==> config.mk <==
export PLATFORM = sky130hd
export DESIGN_NAME = fpf_rx_decoder_16
export DESIGN_NICKNAME = d
export VERILOG_FILES = /design/src/rtl/fpf_rx_decoder_16.sv
export SDC_FILE = /design/constraint.sdc
export NUM_CORES = 1
export LEC_CHECK = 0
export ABC_AREA = 1
export CORE_MARGIN = 3
export CORE_UTILIZATION = 55
export CTS_BUF_LIST = sky130_fd_sc_hd__clkbuf_8
export CTS_CLUSTER_DIAMETER = 60
export DETAILED_ROUTE_END_ITERATION = 8
export DONT_BUFFER_PORTS = 1
export PLACE_DENSITY = 0.73
export SYNTH_ARGS = -nofsm -noshare
export SYNTH_HDL_FRONTEND = slang
export SYNTH_SLANG_ARGS = --single-unit
export TNS_END_PERCENT = 1
==> constraint.sdc <==
create_clock -name clock -period 3.4 [get_ports clock]
set_input_delay 0.17 -clock clock [delete_from_list [all_inputs] [get_ports clock]]
set_output_delay 0.17 -clock clock [all_outputs]
set_load 0.02 [all_outputs]
==> src/rtl/fpf_rx_decoder_16.sv <==
// fpf_rx_decoder_16: three-stage receive decoder for the 16-wire FPF
// Fibonacci-coded TSV link. It checks each word for 010/101 triplets and
// converts the Fibonacci-weighted codeword to binary (0..2583). It also
// keeps a sticky error flag and a saturating error counter.
module fpf_rx_decoder_16 #(
  parameter int NBIT = 16,
  parameter int DW   = 12
) (
  input  logic            clock,
  input  logic            reset,
  input  logic [NBIT-1:0] tsv_in,
  input  logic            in_valid,
  input  logic            clr_err,
  output logic [DW-1:0]   data_out,
  output logic            out_valid,
  output logic            pat_err,
  output logic            err_sticky,
  output logic [15:0]     err_count
);

  // Fibonacci weight of wire k (W0 = W1 = 1)
  function automatic logic [9:0] fib_weight(input int k);
    case (k)
      0:       return 10'd1;
      1:       return 10'd1;
      2:       return 10'd2;
      3:       return 10'd3;
      4:       return 10'd5;
      5:       return 10'd8;
      6:       return 10'd13;
      7:       return 10'd21;
      8:       return 10'd34;
      9:       return 10'd55;
      10:      return 10'd89;
      11:      return 10'd144;
      12:      return 10'd233;
      13:      return 10'd377;
      14:      return 10'd610;
      15:      return 10'd987;
      default: return 10'd0;
    endcase
  endfunction

  // Stage 1 registers
  logic [NBIT-1:0] tsv_q;
  logic            v1_q;

  // Stage 2 registers. The low half peaks at 54, but the high half
  // reaches 2529 and therefore needs a full 12-bit register.
  logic [10:0]     lo_sum_q, lo_sum_d;
  logic [11:0]     hi_sum_q, hi_sum_d;
  logic            flag_q, flag_d;
  logic            v2_q;

  // Stage 3 and error-monitor registers
  logic [DW-1:0]   data_out_q, data_out_d;
  logic            out_valid_q, pat_err_q, pat_err_d;
  logic            err_sticky_q, err_sticky_d;
  logic [15:0]     err_count_q, err_count_d;

  // Stage 2 logic: forbidden-triplet scan over all 14 windows,
  // plus the two Fibonacci partial sums
  always_comb begin
    flag_d   = 1'b0;
    lo_sum_d = '0;
    hi_sum_d = '0;
    for (int j = 0; j < NBIT - 2; j++) begin
      if (tsv_q[j +: 3] == 3'b101 || tsv_q[j +: 3] == 3'b010) begin
        flag_d = 1'b1;
      end
    end
    for (int k = 0; k < 8; k++) begin
      if (tsv_q[k]) begin
        lo_sum_d = lo_sum_d + 11'(fib_weight(k));
      end
    end
    for (int k = 8; k < NBIT; k++) begin
      if (tsv_q[k]) begin
        hi_sum_d = hi_sum_d + 12'(fib_weight(k));
      end
    end
  end

  // Stage 3 logic: final add. pat_err is qualified by the valid bit so
  // that it never shows up without out_valid.
  always_comb begin
    data_out_d = 12'(lo_sum_q) + hi_sum_q;
    pat_err_d  = v2_q & flag_q;
  end

  // Error monitor: clr_err wins over a coincident flagged word, and
  // the counter sticks at all-ones instead of wrapping
  always_comb begin
    err_count_d  = err_count_q;
    err_sticky_d = err_sticky_q;
    if (clr_err) begin
      err_count_d  = '0;
      err_sticky_d = 1'b0;
    end else if (out_valid_q && pat_err_q) begin
      err_sticky_d = 1'b1;
      if (err_count_q != 16'hFFFF) begin
        err_count_d = err_count_q + 16'd1;
      end
    end
  end

  // All pipeline and monitor state. The data registers load only with
  // their valid bit; the valid bits themselves advance every cycle.
  always_ff @(posedge clock or posedge reset) begin
    if (reset) begin
      tsv_q        <= '0;
      v1_q         <= 1'b0;
      lo_sum_q     <= '0;
      hi_sum_q     <= '0;
      flag_q       <= 1'b0;
      v2_q         <= 1'b0;
      data_out_q   <= '0;
      out_valid_q  <= 1'b0;
      pat_err_q    <= 1'b0;
      err_sticky_q <= 1'b0;
      err_count_q  <= '0;
    end else begin
      v1_q        <= in_valid;
      v2_q        <= v1_q;
      out_valid_q <= v2_q;
      pat_err_q   <= pat_err_d;
      if (in_valid) begin
        tsv_q <= tsv_in;
      end
      if (v1_q) begin
        lo_sum_q <= lo_sum_d;
        hi_sum_q <= hi_sum_d;
        flag_q   <= flag_d;
      end
      if (v2_q) begin
        data_out_q <= data_out_d;
      end
      err_sticky_q <= err_sticky_d;
      err_count_q  <= err_count_d;
    end
  end

  assign data_out   = data_out_q;
  assign out_valid  = out_valid_q;
  assign pat_err    = pat_err_q;
  assign err_sticky = err_sticky_q;
  assign err_count  = err_count_q;

endmodule

==> Word-level counts from Yosys, hierarchy flattened <==
Index checks and enable logic that the tools add are counted.
{ "op_classes": {"n_addsub": 16, "mul": 0, "div": 0, "n_lt_le_gt_ge": 0, "eq_ne": 29, "shifts": 0, "muxes": 49, "bitwise_logic": 1, "n_reduce_logical": 18} }
{ "op_table": {"columns": ["cell", "n"], "rows": [
  ["$mux W10", 14],
  ["$add A12 B10 Y12", 7],
  ["$mux W12", 7],
  ["$add A11 B10 Y11", 7],
  ["$mux W11", 7],
  ["$mux W16", 3],
  ["$eq A3 B2 Y1 const B", 14],
  ["$eq A3 B3 Y1 const B", 14],
  ["$mux W1", 17],
  ["$add A16 B1 Y16 const B", 1],
  ["$ne A16 B16 Y1 const B", 1],
  ["$logic_or A1 B1 Y1", 14],
  ["$add A11 B12 Y12", 1],
  ["$mux W6", 1],
  ["$reduce_bool A2 Y1", 2],
  ["$reduce_and A2 Y1", 1],
  ["$and A1 B1 Y1", 1],
  ["$logic_and A1 B1 Y1", 1]
]} }
{ "totals": {"regBits": 73, "latch_bits": 0, "ramBits": 0, "romBits": 0, "in_bits": 20, "output_inout_bits": 31, "memories": 0} }

==> Longest topological paths before layout <==
Gate-level depths: netlist of the first run.
{ "logic_depth": {"word_depth": 16, "ltp_mapped": 30, "depth_no_buf": 30} }

==> Least setup slack after synthesis of the first run <==
Ideal clock, no wire load.
{ "synth_path": {"kind": "flip-flop to flip-flop", "startpoint": "register tsv_q[8]", "endpoint": "register hi_sum_q[8]", "setup_ns": 0.116, "arrival_time_ns": 3.428, "setup_slack_ns": -0.144, "path_stages_with_launch": 26, "n_path_buf": 0, "period_less_slack_ns": 3.544, "cell_sequence": "dfrtp_1 inv_1 ha_1 nand2_1 nand2_1 nor2_1 nor2_2 ha_1 nand2_1 nand2_1 ha_1 nand2_1 xor2_1 inv_1 ha_1 o21ai_0 inv_1 a21oi_1 nand2_1 nand2_1 nand2_1 nor2_1 nand2_1 xor2_1 nand2_1 nand2_1"} }
{ "synth_between": {"elab_chain_cells": 15} }
{ "synth_lines": {"columns": ["item", "line_no", "text"], "rows": [
  ["start, declared", "45", "logic [NBIT-1:0] tsv_q;"],
  ["start signal, assigned", "128", "tsv_q <= tsv_in;"],
  ["$mux W6 (*)", "78", "if (tsv_q[k]) begin"],
  ["$add A12 B10 Y12", "79", "hi_sum_d = hi_sum_d + 12'(fib_weight(k));"],
  ["$mux W12 (*)", "78", null],
  ["$add A12 B10 Y12", "79", null],
  ["$mux W12 (*)", "78", null],
  ["$add A12 B10 Y12", "79", null],
  ["$mux W12 (*)", "78", null],
  ["$add A12 B10 Y12", "79", null],
  ["$mux W12 (*)", "78", null],
  ["$add A12 B10 Y12", "79", null],
  ["$mux W12 (*)", "78", null],
  ["$add A12 B10 Y12", "79", null],
  ["$mux W12 (*)", "78", null],
  ["$add A12 B10 Y12", "79", null],
  ["$mux W12 (*)", "78", null],
  ["end signal, assigned", "132", "hi_sum_q <= hi_sum_d;"],
  ["end, declared", "51", "logic [11:0] hi_sum_q, hi_sum_d;"]
]} }
Mark *: on every way between the ends. The rest lies on a longest branch, timed or not.
A chain may end at the register's enable or synchronous reset.

==> Worst setup path in the final report of the first run <==
Same ends and word-level chain as after synthesis.

==> results, run 1 <==
- The number of vias per cell after detailed routing is about 5.3.
- By count the netlist is led by 203 x sky130_fd_sc_hd__nand2_1, 91 x sky130_fd_sc_hd__inv_1, 70 x sky130_fd_sc_hd__dfrtp_1.
- The register bit total from synthesis is 70.
- The biggest area contributor in the post-synthesis netlist is sky130_fd_sc_hd__dfrtp_1.
- The sequential area share after synthesis is between 30% and 40%.
- The average instance in the mapped netlist occupies 7.07 um^2.
- The maximum number of pins on one net before global-route repair is 44.
- The width of the die is 104 um.
- After synthesis, the share of flip-flops with an asynchronous set or reset is 100%.
- The most used flip-flop cell after synthesis is sky130_fd_sc_hd__dfrtp_1.
- The worst clock skew is 0.00926 ns.
- In the post-synthesis netlist, the biggest area contributors are sky130_fd_sc_hd__dfrtp_1 33%, sky130_fd_sc_hd__nand2_1 14%, sky130_fd_sc_hd__ha_1 7.4%, sky130_fd_sc_hd__inv_1 6.5%, sky130_fd_sc_hd__o21ai_0 6.3%.
- The standard cell with the maximum stage delay on the critical path is sky130_fd_sc_hd__dfrtp_1.
- The count of antenna diodes in the layout is 0.
- The placement-stage worst setup slack is -0.144 ns.
- The type of destination of the critical path is a register.
- The tool flagged a number of max-cap violations equal to 0.
- Derived from the worst setup path, the maximum achievable clock frequency is 301 MHz.
- The count of cells in the finished layout, fillers not included, comes to 931.
- The critical path's largest stage delay is ~0.40 ns.
- The worst-case IR drop observed on VDD is between 300 and 400 uV.
- The critical path depth is 25.
- The final total negative setup slack is 0 ns.
- The number of buffers and inverters on the critical path is 3.
- The number of nets with antenna violations after routing is 0.
- Row generation in the floorplan step produced 35 rows.
- The least setup slack across all paths after layout is 0.0741 ns.
- The slew at the pin closest to its max-slew limit is between 0.9 and 1 ns.
- The number of global-route vias before repair is 4815.
- In the synthesized netlist, the number of instances is 746.
- The number of hold violations in the final report is 0.
- Of all nets on the critical path, the largest fanout is 3.
- The number of H-tree levels is 3.
- The fraction of final layout cells sized beyond drive strength 1 is 22.3%.
- The total grt overflow is 0.
- The final-report setup violation count is 0.
- The vertical extent of the die is 104 um.
- Setup repair after global routing could not meet its margin everywhere.
- The synthesized net count is 798.
- In this run the deepest clock path goes through 2 buffers.
- The relative slew slack is 34.0%.
- The post-route clock period utilization is 97.8%.
- The clock buffer count from CTS is 9.
- The worst setup path is launched from a register.
- The cell area after layout is 0.00636 mm^2.
- The routed wirelength normalized by instance count is 12.9 um.
- During synthesis, Yosys emitted a total of 0 warnings.
- The post-detailed-placement half-perimeter wirelength is 8.72 mm.
- The category of the most critical setup path is register to register.
- The detailed-route DRC error count is 0.
- The first routing iteration left 165 violations.
- The floorplan die area is 0.0108 mm^2.
- The number of vias in the routed layout is roughly 5000.
- The floorplan step defined a core boundary enclosing 0.00928 mm^2.
- The number of nets at the end of the flow is 849.
- The launching point of the worst reg2reg path is tsv_q[8]$_DFFE_PP0P_.
- Among cell families on the critical path, the largest total delay comes from simple AND/OR/NAND/NOR gates.
- Routability-driven placement finished with a final weighted congestion of around 0.91.
- The number of detailed-routing iterations run before antenna repair is 4.
- The number of top-level design ports is 51.
- The worst register-to-register path has a depth of 25.
- For the worst-skew pair, the clock arrives at the later sink with an insertion delay of about 0.34 ns.
- The synthesized design contains 0 enable-type register cells.
- The cell that appears most often on the critical path is sky130_fd_sc_hd__nand2_1.
- The effective utilization at floorplan is 56.8%.
- The power density over the cells is 578 mW/mm^2.
- For this design, the sink count on the clock tree is 70.
- The clock tree root driver cell is sky130_fd_sc_hd__clkbuf_8.
- The area share of the leading cell type in the synthesized netlist is 33.2%.
- The placed instance count is 885.
- The clock period minus worst slack is 3.33 ns.
- TritonCTS built the clock tree.
- The worst register-to-register path ends at hi_sum_q[8]$_DFFE_PP0P_.
- After synthesis, the netlist uses 40 different library cells.
- The placed instances occupy a cell area of between 0.005 and 0.006 mm^2.
- The aggregate routed wire length is 12.0 mm.
- Measured on the finished design, the core utilization comes to about two thirds.
- Compared with the post-synthesis result, the final layout area differs by 20.5%.
- The area of the mapped netlist is 0.00528 mm^2.
- The startpoint of the worst setup timing path is tsv_q[8]$_DFFE_PP0P_.
- The leakage power of the design is just over 3 nW.
- The worst register-to-register path has a setup slack of 0.07 ns.
- The completed layout was analyzed and its total power is 3.68 mW.
- The global-route wire length before repair is 21.0 mm.
- The run finished with clean final reports.
- The tightest min-delay check is of the primary input to register type.
- The count of buffers from port buffering is 0.
- The number of antenna violations at the first check in global routing was 0.
- The endpoint arrival time on the critical path is 3.56 ns.
- The most common cell in the synthesized netlist is sky130_fd_sc_hd__nand2_1.
- In this run the worst setup path terminates at hi_sum_q[8]$_DFFE_PP0P_.
- The max-slew violation count is 0.
- The clock transition at the registers of the reported paths is 0.08 ns.
- Final hold analysis gives a worst-case slack of 0.0182 ns.
- In the global route stage, overall resource usage came out at 22.8%.
- The data required time at the worst endpoint is about 3.6 ns.
## logic make-up after synthesis
group	after synthesis	synth area share, %
AO/OA/AOI/OAI	116	11.9
XOR/XNOR	32	5.67
adder cells (fa/ha/maj)	32	7.73
buffers and inverters	124	9.16
flip-flops	70	33.2
AND/OR/NAND/NOR	372	32.3
## worst min path at each step
| stage | from | endpoint | slack, ns | cells past startpoint |
|---|---|---|---|---|
| 2_1_floorplan | in_valid | v1_q$_DFF_PP0_ | 0.20 | 0 |
| 3_3_place_gp | in_valid | v1_q$_DFF_PP0_ | 0.20 | 0 |
| 3_5_place_dp | in_valid | v1_q$_DFF_PP0_ | 0.20 | 0 |
| 4_1_cts | in_valid | tsv_q[15]$_DFFE_PP0P_ | 0.002 | 2 |
| 5_1_grt | in_valid | tsv_q[15]$_DFFE_PP0P_ | 0.03 | 2 |
| 6_report | in_valid | tsv_q[15]$_DFFE_PP0P_ | 0.02 | 2 |
## what timing repair did
item	4_1_cts	5_1_grt
buffers inserted	2	9
gates resized for setup	22	58
endpoints found under the hold margin	67	0
pin swaps	6	31
setup endpoints to repair	7	13
hold buffers	19	0
## cell usage in the layout (no fill, tap or decap), types with 10 or more instances in the layout
cell type                       count
sky130_fd_sc_hd__xor2_1            18
sky130_fd_sc_hd__ha_1              23
sky130_fd_sc_hd__dfrtp_1           69
sky130_fd_sc_hd__nor3_1            11
sky130_fd_sc_hd__inv_2             18
sky130_fd_sc_hd__nand3_2           16
sky130_fd_sc_hd__nand2_1          182
sky130_fd_sc_hd__o21ai_0           59
sky130_fd_sc_hd__nand2_2           43
sky130_fd_sc_hd__nand3_1           47
sky130_fd_sc_hd__clkbuf_8          10
sky130_fd_sc_hd__dlygate4sd3_1     19
sky130_fd_sc_hd__buf_4             35
sky130_fd_sc_hd__nor2_1            41
sky130_fd_sc_hd__inv_1             86
sky130_fd_sc_hd__a21oi_1           26
## report_power, final
part	internal (mW)	switching [mW]
registers	1.00	0.222
logic	0.695	1.00
clock network	0.432	0.323
total	2.13	1.54
## flip-flops by register name (all words and copies together), names as in the netlist
signal / count
v1_q: 1
v2_q: 1
pat_err: 1
err_count: 16
out_valid: 1
err_sticky: 1
lo_sum_q: 8
flag_q: 1
data_out: 12
hi_sum_q: 12
tsv_q: 16
## cell type report
type                       instances  area [um^2]
timing repair buffer              57          495
fill                             769         2930
sequential                        70         1750
multi-input combinational        552         3320
tap                              129          161
inverter                         107          409
clock inverter                     6         86.3
clock buffer                      10          138
## routing by layer
metal  GRT usage, %  vias to the layer above  share of wire (%)
li1               -                     2490                  -
met1           28.3                     2273                 45
met5              0                        -                  0
met2           39.8                      121                 50
met3           4.72                       15                4.2
met4           6.93                        0                1.4
Power figures use the tool's default switching activity.
==> run 2, diff against run 1 <==
Settings changed: RECOVER_POWER set to 25.
==> run 2 against run 1 <==
Compared with the run above: the flow now finishes with violations (capacitance limit, slew limit); routed wire length barely moved; largest cell class unchanged; largest power group unchanged; non-clock buffer count did not move; total power barely moved; critical path type unchanged; critical path depth did not move.
==> results, run 2 (synthesized netlist as in run 1, its figures left out) <==
- The internal power summed over all cells is 2.13 mW.
- The final estimated routing congestion in global placement is 0.913.
- In this run the worst path has a maximum fanout of 3.
- The first TritonRoute pass finished after 4 iterations.
- The library cell appearing most often on the critical path is sky130_fd_sc_hd__nand2_1.
- After clock tree synthesis, the clock-pin slew on the worst setup and hold paths is ~0.080 ns.
- In this run switching power makes up 42.0% of total power.
- On the final layout, the worst clock skew is 0.00926 ns.
- The max-slew violation count is 44.
- The critical path's largest stage delay is 0.40 ns.
- The placement row count is 35.
- The count of antenna diodes in the layout is 0.
- The number of antenna violations at the first check in global routing is 0.
- The number of nets at the end of the flow is 849.
- The kind of cell with the highest combined delay on the critical path is simple AND/OR/NAND/NOR gates.
- The placed instance count is a little under 900.
- The data required time at the worst endpoint is 3.63 ns.
- The most common library cell in the layout ignoring fill and taps is sky130_fd_sc_hd__nand2_1.
- The first global-routing pass estimated 21.0 mm of wire.
- For this configuration, the core starts out at a cell density of 56.8%.
- The clock period minus worst slack is 3.33 ns.
- At the later pin of the worst-skew pair, clock insertion delay measures between 0.3 and 0.4 ns.
- The standard cell with the maximum stage delay on the critical path is sky130_fd_sc_hd__dfrtp_1.
- In this run the critical register-to-register path is launched from tsv_q[8]$_DFFE_PP0P_.
- The count of buffers from port buffering is 0.
- In this run, flip-flops and latches consume 33.3% of the power.
- The aggregate routed wire length is 12.0 mm.
- After detailed routing, the number of vias per cell comes to 5.26.
- In this run the power spent charging and discharging nets is between 1.5 and 2 mW.
- STA puts the critical path data arrival time at between 3 and 4 ns.
- After the flow finishes, the layout carries non-filler instances totaling just over 900.
- The worst hold margin is approximately 0.018 ns.
- For this design the static power due to leakage is about 3.1 nW.
- The final reports fail on capacitance limit, slew limit.
- The startpoint of the worst setup timing path is tsv_q[8]$_DFFE_PP0P_.
- The maximum number of pins on one net before global-route repair is 44.
- The count of fill cells added during filler insertion is 769.
- The final route contains a little under 5000 vias.
- The design draws roughly 3.7 mW.
- Headroom to the max-slew limit came out at -5.26%.
- The total grt overflow is 0.
- The vertical extent of the die is 104 um.
- The type of destination of the critical path is a register.
- Global routing used 22.8% of the available tracks across all layers.
- The post-detailed-placement half-perimeter wirelength is 8.72 mm.
- The fraction of final layout cells sized beyond drive strength 1 is 22.2%.
- The critical path depth is 25.
- The worst register-to-register path ends at hi_sum_q[8]$_DFFE_PP0P_.
- Relative to the synthesized area, the layout overhead comes to 20.5%.
- Clock tree synthesis inserted a total of 9 buffers.
- The power density over the cells is 578 mW/mm^2.
- The clock tree root driver cell is sky130_fd_sc_hd__clkbuf_8.
- The number of H-tree levels is 3.
- The top achievable clock speed is 301 MHz.
- Max-cap violations in this run came to 1.
- The maximum root-to-sink buffer count is 2.
- In the routed design, unresolved DRC markers number 0.
- The number of top-level design ports is 51.
- Setup repair after global routing could not meet its margin everywhere.
- Setup violations remaining at the end of the flow were counted as 0.
- The routed wirelength normalized by instance count is 12.9 um.
- The number of DRC violations after detailed-routing iteration 0 is 165.
- Setup slack on the worst reg-to-reg path comes out at 0.07 ns.
- The number of hold violations in the final report was 0.
- The detail route stage leaves a number of antenna-violating nets equal to 0.
- In this run the standard cell core region covers 0.00928 mm^2.
- Combinational logic burns 46.1% of the power.
- Measured in cells, the most critical reg-to-reg path has a length of 25.
- Leaving out fill and tap cells, the most frequent cells in the layout are 182 x sky130_fd_sc_hd__nand2_1, 87 x sky130_fd_sc_hd__inv_1, 69 x sky130_fd_sc_hd__dfrtp_1.
- The width of the die is 104 um.
- TritonCTS built the clock tree.
- The portion of total power attributed to the clock network is around 20%.
- The critical path ends at hi_sum_q[8]$_DFFE_PP0P_.
- In the finished design, the share of the clock period the worst path needs comes to between 90 and 100%.
- The number of buffers and inverters on the critical path is 3.
- The run finished, with violations left.
- The worst setup path is of the register to register kind.
- The floorplan die area is 0.0108 mm^2.
- The final total negative setup slack is 0 ns.
- For the pin with the worst max-slew slack, the measured transition is 1.58 ns.
- The number of global-route vias before repair was 4815.
- The worst setup path is launched from a register.
- The total clock sinks is 70.
- The maximum vdd ir drop is about 360 uV.
- The worst min-delay path category is primary input to register.
run 2: cell types whose count changed in the layout (fill, tap and decap cells not counted):
cell	before	now
sky130_fd_sc_hd__inv_1	86	87
sky130_fd_sc_hd__inv_2	18	17
run 2: power groups by stage:
stage                     sequential [mW]  combinational [mW]  clock (mW)
final                                1.23                1.69       0.755
after CTS                            1.23                1.54       0.770
after global routing                 1.25                1.93       0.815
after detailed placement             1.24                1.47           0
after floorplan                      1.19                1.17           0
after global placement               1.23                1.41           0
run 2: worst reg2reg max path: cells and delay by family, from the launching register on:
| kind | cells | cell delay, ns |
|---|---|---|
| AND/OR/NAND/NOR | 14 | 1.02 |
| AO/OA/AOI/OAI | 2 | 0.28 |
| flip-flops | 1 | 0.40 |
| buffers and inverters | 3 | 0.24 |
| XOR/XNOR | 2 | 0.31 |
| adder cells (fa/ha/maj) | 4 | 0.95 |
run 2: final cells by class:
cell class | count | area [um^2] | area share (%)
timing repair buffer | 57 | 495 | 7.79
inverter | 107 | 409 | 6.43
clock inverter | 6 | 86.3 | 1.36
sequential | 70 | 1750 | 27.6
tap | 129 | 161 | 2.54
multi-input combinational | 552 | 3320 | 52.1
clock buffer | 10 | 138 | 2.16
run 2: metrics by stage:
stage          util [%]  setup slack [ns]  cell area (um^2)
2_1_floorplan         -           0.00423              5280
3_3_place_gp       59.9           0.00977              5560
3_5_place_dp       59.9            -0.144              5560
4_1_cts            65.2          -0.00518              6050
5_1_grt            68.5            -0.157              6360
6_report           68.5            0.0741              6360
run 2: timing repair:
action                                 in CTS  in global routing
endpoints found under the hold margin      67                  0
hold buffers                               19                  0
buffers inserted                            2                  9
pin swaps                                   6                 31
setup endpoints to repair                   7                 13
resized for setup                          22                 58
run 2: worst min path at each step:
stage,startpoint,endpoint,slack [ns],depth (start not counted)
final,in_valid,tsv_q[15]$_DFFE_PP0P_,0.02,2
after detailed placement,in_valid,v1_q$_DFF_PP0_,0.20,0
after CTS,in_valid,tsv_q[15]$_DFFE_PP0P_,0.002,2
after global placement,in_valid,v1_q$_DFF_PP0_,0.20,0
after floorplan,in_valid,v1_q$_DFF_PP0_,0.20,0
after global routing,in_valid,tsv_q[15]$_DFFE_PP0P_,0.03,2
run 2: per-layer routing:
metal	up-vias	share of wire, %	GRT usage [%]
met3	15	4.2	4.72
met4	0	1.4	6.93
met5	-	0	0
met2	121	50	39.8
met1	2273	45	28.3
li1	2490	-	-
==> run 3, diff against run 2 <==
Settings changed: HOLD_SLACK_MARGIN set to 0.08.
==> run 3 against run 2 <==
Compared with the run above: the run still ends with capacitance limit, slew limit left; cell count did not move; total power about the same; first-iteration DRC count is 21% higher; register-to-register slack is essentially flat; non-clock buffer count unchanged; highest routed layer unchanged; count of clock-buffer cells in the layout unchanged; setup slack got worse by 0.0010 ns; via count about the same; sequential cell count is the same; critical path type unchanged; routed wire length is 0.25% lower.
==> results, run 3 (synthesized netlist as in run 1, its figures left out) <==
- The post-route clock period utilization is 97.8%.
- The standard cell with the maximum stage delay on the critical path is sky130_fd_sc_hd__dfrtp_1.
- The HPWL after detailed placement is around 8.7 mm.
- Across every metal layer, demand over resource in global routing totals 22.8%.
- For this design the ratio of total power to cell area is between 500 and 600 mW/mm^2.
- The clock buffer count from CTS is 9.
- In this run the core area contains 35 standard-cell rows.
- Entering global routing, the biggest net connects 44 pins.
- The effective utilization at floorplan is a little under three fifths.
- The core region area is between 0.009 and 0.01 mm^2.
- For this block, the via count after detailed routing is ~5000.
- The relative slew slack is -5.31%.
- The count of antenna diodes in the layout is 0.
- For the worst setup path, the data arrival time is approximately 3.6 ns.
- The tool flagged a number of max-cap violations equal to 1.
- During I/O placement, the number of pins put on the boundary was 51.
- The data required time at the worst endpoint is 3.63 ns.
- Clock-pin slew was measured on the worst setup and hold paths at ~0.080 ns.
- From synthesis to final layout, the design area changed by 20.5%.
- The count of buffers from port buffering is 0.
- The max-slew violation count is 44.
- Setup violations remaining at the end of the flow were counted as 0.
- From bottom edge to top edge, the die measures 104 um.
- The total power after layout is 3.67 mW.
- The total overflow left after global routing is 0.
- The congestion estimate from routability-driven global placement came to a little over 0.9.
- Dividing the detail-routed wire length by the instance count gives about 13 um.
- The number of nets at the end of the flow is 849.
- The floorplan die area is 0.0108 mm^2.
- The clock period minus worst slack is about 3.3 ns.
- The clock tree root driver cell is sky130_fd_sc_hd__clkbuf_8.
- The library cell appearing most often on the critical path is sky130_fd_sc_hd__nand2_1.
- The least setup slack across all paths after layout is about 0.073 ns.
- The cell family contributing the most delay on the critical path is simple AND/OR/NAND/NOR gates.
- After detailed routing, the number of vias per cell comes to 5.26.
- The worst min-delay path category is primary input to register.
- The checks that failed: capacitance limit, slew limit.
- The worst setup path is captured at a register.
- In the layout the commonest cells are 182 x sky130_fd_sc_hd__nand2_1, 87 x sky130_fd_sc_hd__inv_1, 69 x sky130_fd_sc_hd__dfrtp_1.
- The critical path's largest stage delay is around 0.40 ns.
- For this design the static power due to leakage is 3.08 nW.
- The number of detailed-routing iterations run before antenna repair is 5.
- The maximum fanout along the worst path is 3.
- Setup repair after global routing could not meet its margin everywhere.
- Across the VDD grid, the largest voltage drop is 355 uV.
- Between clock sinks in the finished design, the worst skew comes to 0.00940 ns.
- After detailed routing, the total wire length is roughly 12 mm.
- The number of nets with antenna violations after routing is 0.
- For this design, the sink count on the clock tree is 70.
- The number of antenna violations at the first check in global routing is 0.
- Measured along the x axis, the die boundary spans 104 um.
- The first global-routing pass estimated 20.9 mm of wire.
- The category of the most critical setup path is register to register.
- The flow ran to the end, but the final reports show violations.
- For the worst-skew pair, the clock arrives at the later sink with an insertion delay of 0.34 ns.
- The type of origin of the critical path is a register.
- The most common library cell in the layout ignoring fill and taps is sky130_fd_sc_hd__nand2_1.
- The CTS tree is built.
- The slew at the pin closest to its max-slew limit is approximately 1.6 ns.
- The number of DRC violations after detailed-routing iteration 0 is between 150 and 200.
- Timing analysis after detailed placement gives a worst setup slack of -0.144 ns.
- No sink is reached through more buffers than the 2 on the longest clock path.
- In the final layout, the share of cells above drive strength 1 is 22.2%.
- The number of global-route vias before repair is 4812.
- The count of fill cells added during filler insertion is 769.
- Based on the critical path, the design can be clocked at up to 301 MHz.
- The detailed-route DRC error count is 0.
- The number of hold violations in the final report is 0.
- The number of H-tree levels is 3.
- The number of buffers and inverters on the critical path is 3.
## run 3: cell counts in the layout (fill, tap and decap cells not counted)
No cell type changed its count.
## run 3: repair_timing
action,CTS,global route
hold buffers,19,0
hold endpoints to repair,68,0
setup buffers,2,9
resized for setup,22,58
setup endpoints to repair,7,13
pin swaps,6,31
## run 3: routing by layer
layer | routed length [um] | track usage [%] | vias up | share of wire, %
met4 | 165 | 7.12 | 0 | 1.4
met3 | 520 | 4.78 | 15 | 4.3
li1 | - | - | 2488 | -
met2 | 5970 | 39.7 | 120 | 50
met1 | 5300 | 28.3 | 2278 | 44
met5 | 0 | 0 | - | 0
## run 3: layout make-up
type / instances / area (um^2) / share of cell area (%)
clock buffers: 10 / 138 / 2.16
clock inverters: 6 / 86.3 / 1.36
inverters: 107 / 409 / 6.43
multi-input cells: 552 / 3320 / 52.1
flip-flops and latches: 70 / 1750 / 27.6
well taps: 129 / 161 / 2.54
repair buffers: 57 / 495 / 7.79
## run 3: tightest hold or removal path: cells and delay by family
kind | cells | cell delay [ns]
AOI/OAI and AO/OA | 1 | 0.09
and+or+nand+nor | 1 | 0.04
buffers and inverters | 1 | 0.09
## run 3: path summary, 6_finish.rpt
path | start | end | slack [ns] | cells past startpoint
worst min register to register | hi_sum_q[6]$_DFFE_PP0P_ | hi_sum_q[6]$_DFFE_PP0P_ | 0.50 | 2
max in group asynchronous | reset | tsv_q[9]$_DFFE_PP0P_ | 1.50 | 3
worst min-delay path | clr_err | err_count[1]$_DFFE_PP0P_ | 0.1 | 3
worst max register to register | tsv_q[8]$_DFFE_PP0P_ | hi_sum_q[8]$_DFFE_PP0P_ | 0.07 | 25
worst max-delay path | tsv_q[8]$_DFFE_PP0P_ | hi_sum_q[8]$_DFFE_PP0P_ | 0.07 | 25
min in group asynchronous | reset | data_out[4]$_DFFE_PP0P_ | 0.75 | 2
## run 3: through the flow
step           instance area, um^2  setup TNS, ns  util (%)  hold slack (ns)  instances
2_1_floorplan                 5280              0         -            0.201        746
3_3_place_gp                  5560              0      59.9            0.204        885
3_5_place_dp                  5560         -0.460      59.9            0.203        885
4_1_cts                       6050       -0.00518      65.2           0.0909        922
5_1_grt                       6360         -0.912      68.5            0.129        931
6_report                      6360              0      68.5           0.0984        931
## run 3: power breakdown
group          switching (mW)  total, mW  internal, mW
clock network           0.322      0.754         0.432
registers               0.222       1.23          1.00
logic                   0.999       1.69         0.695
total                    1.54       3.67          2.13
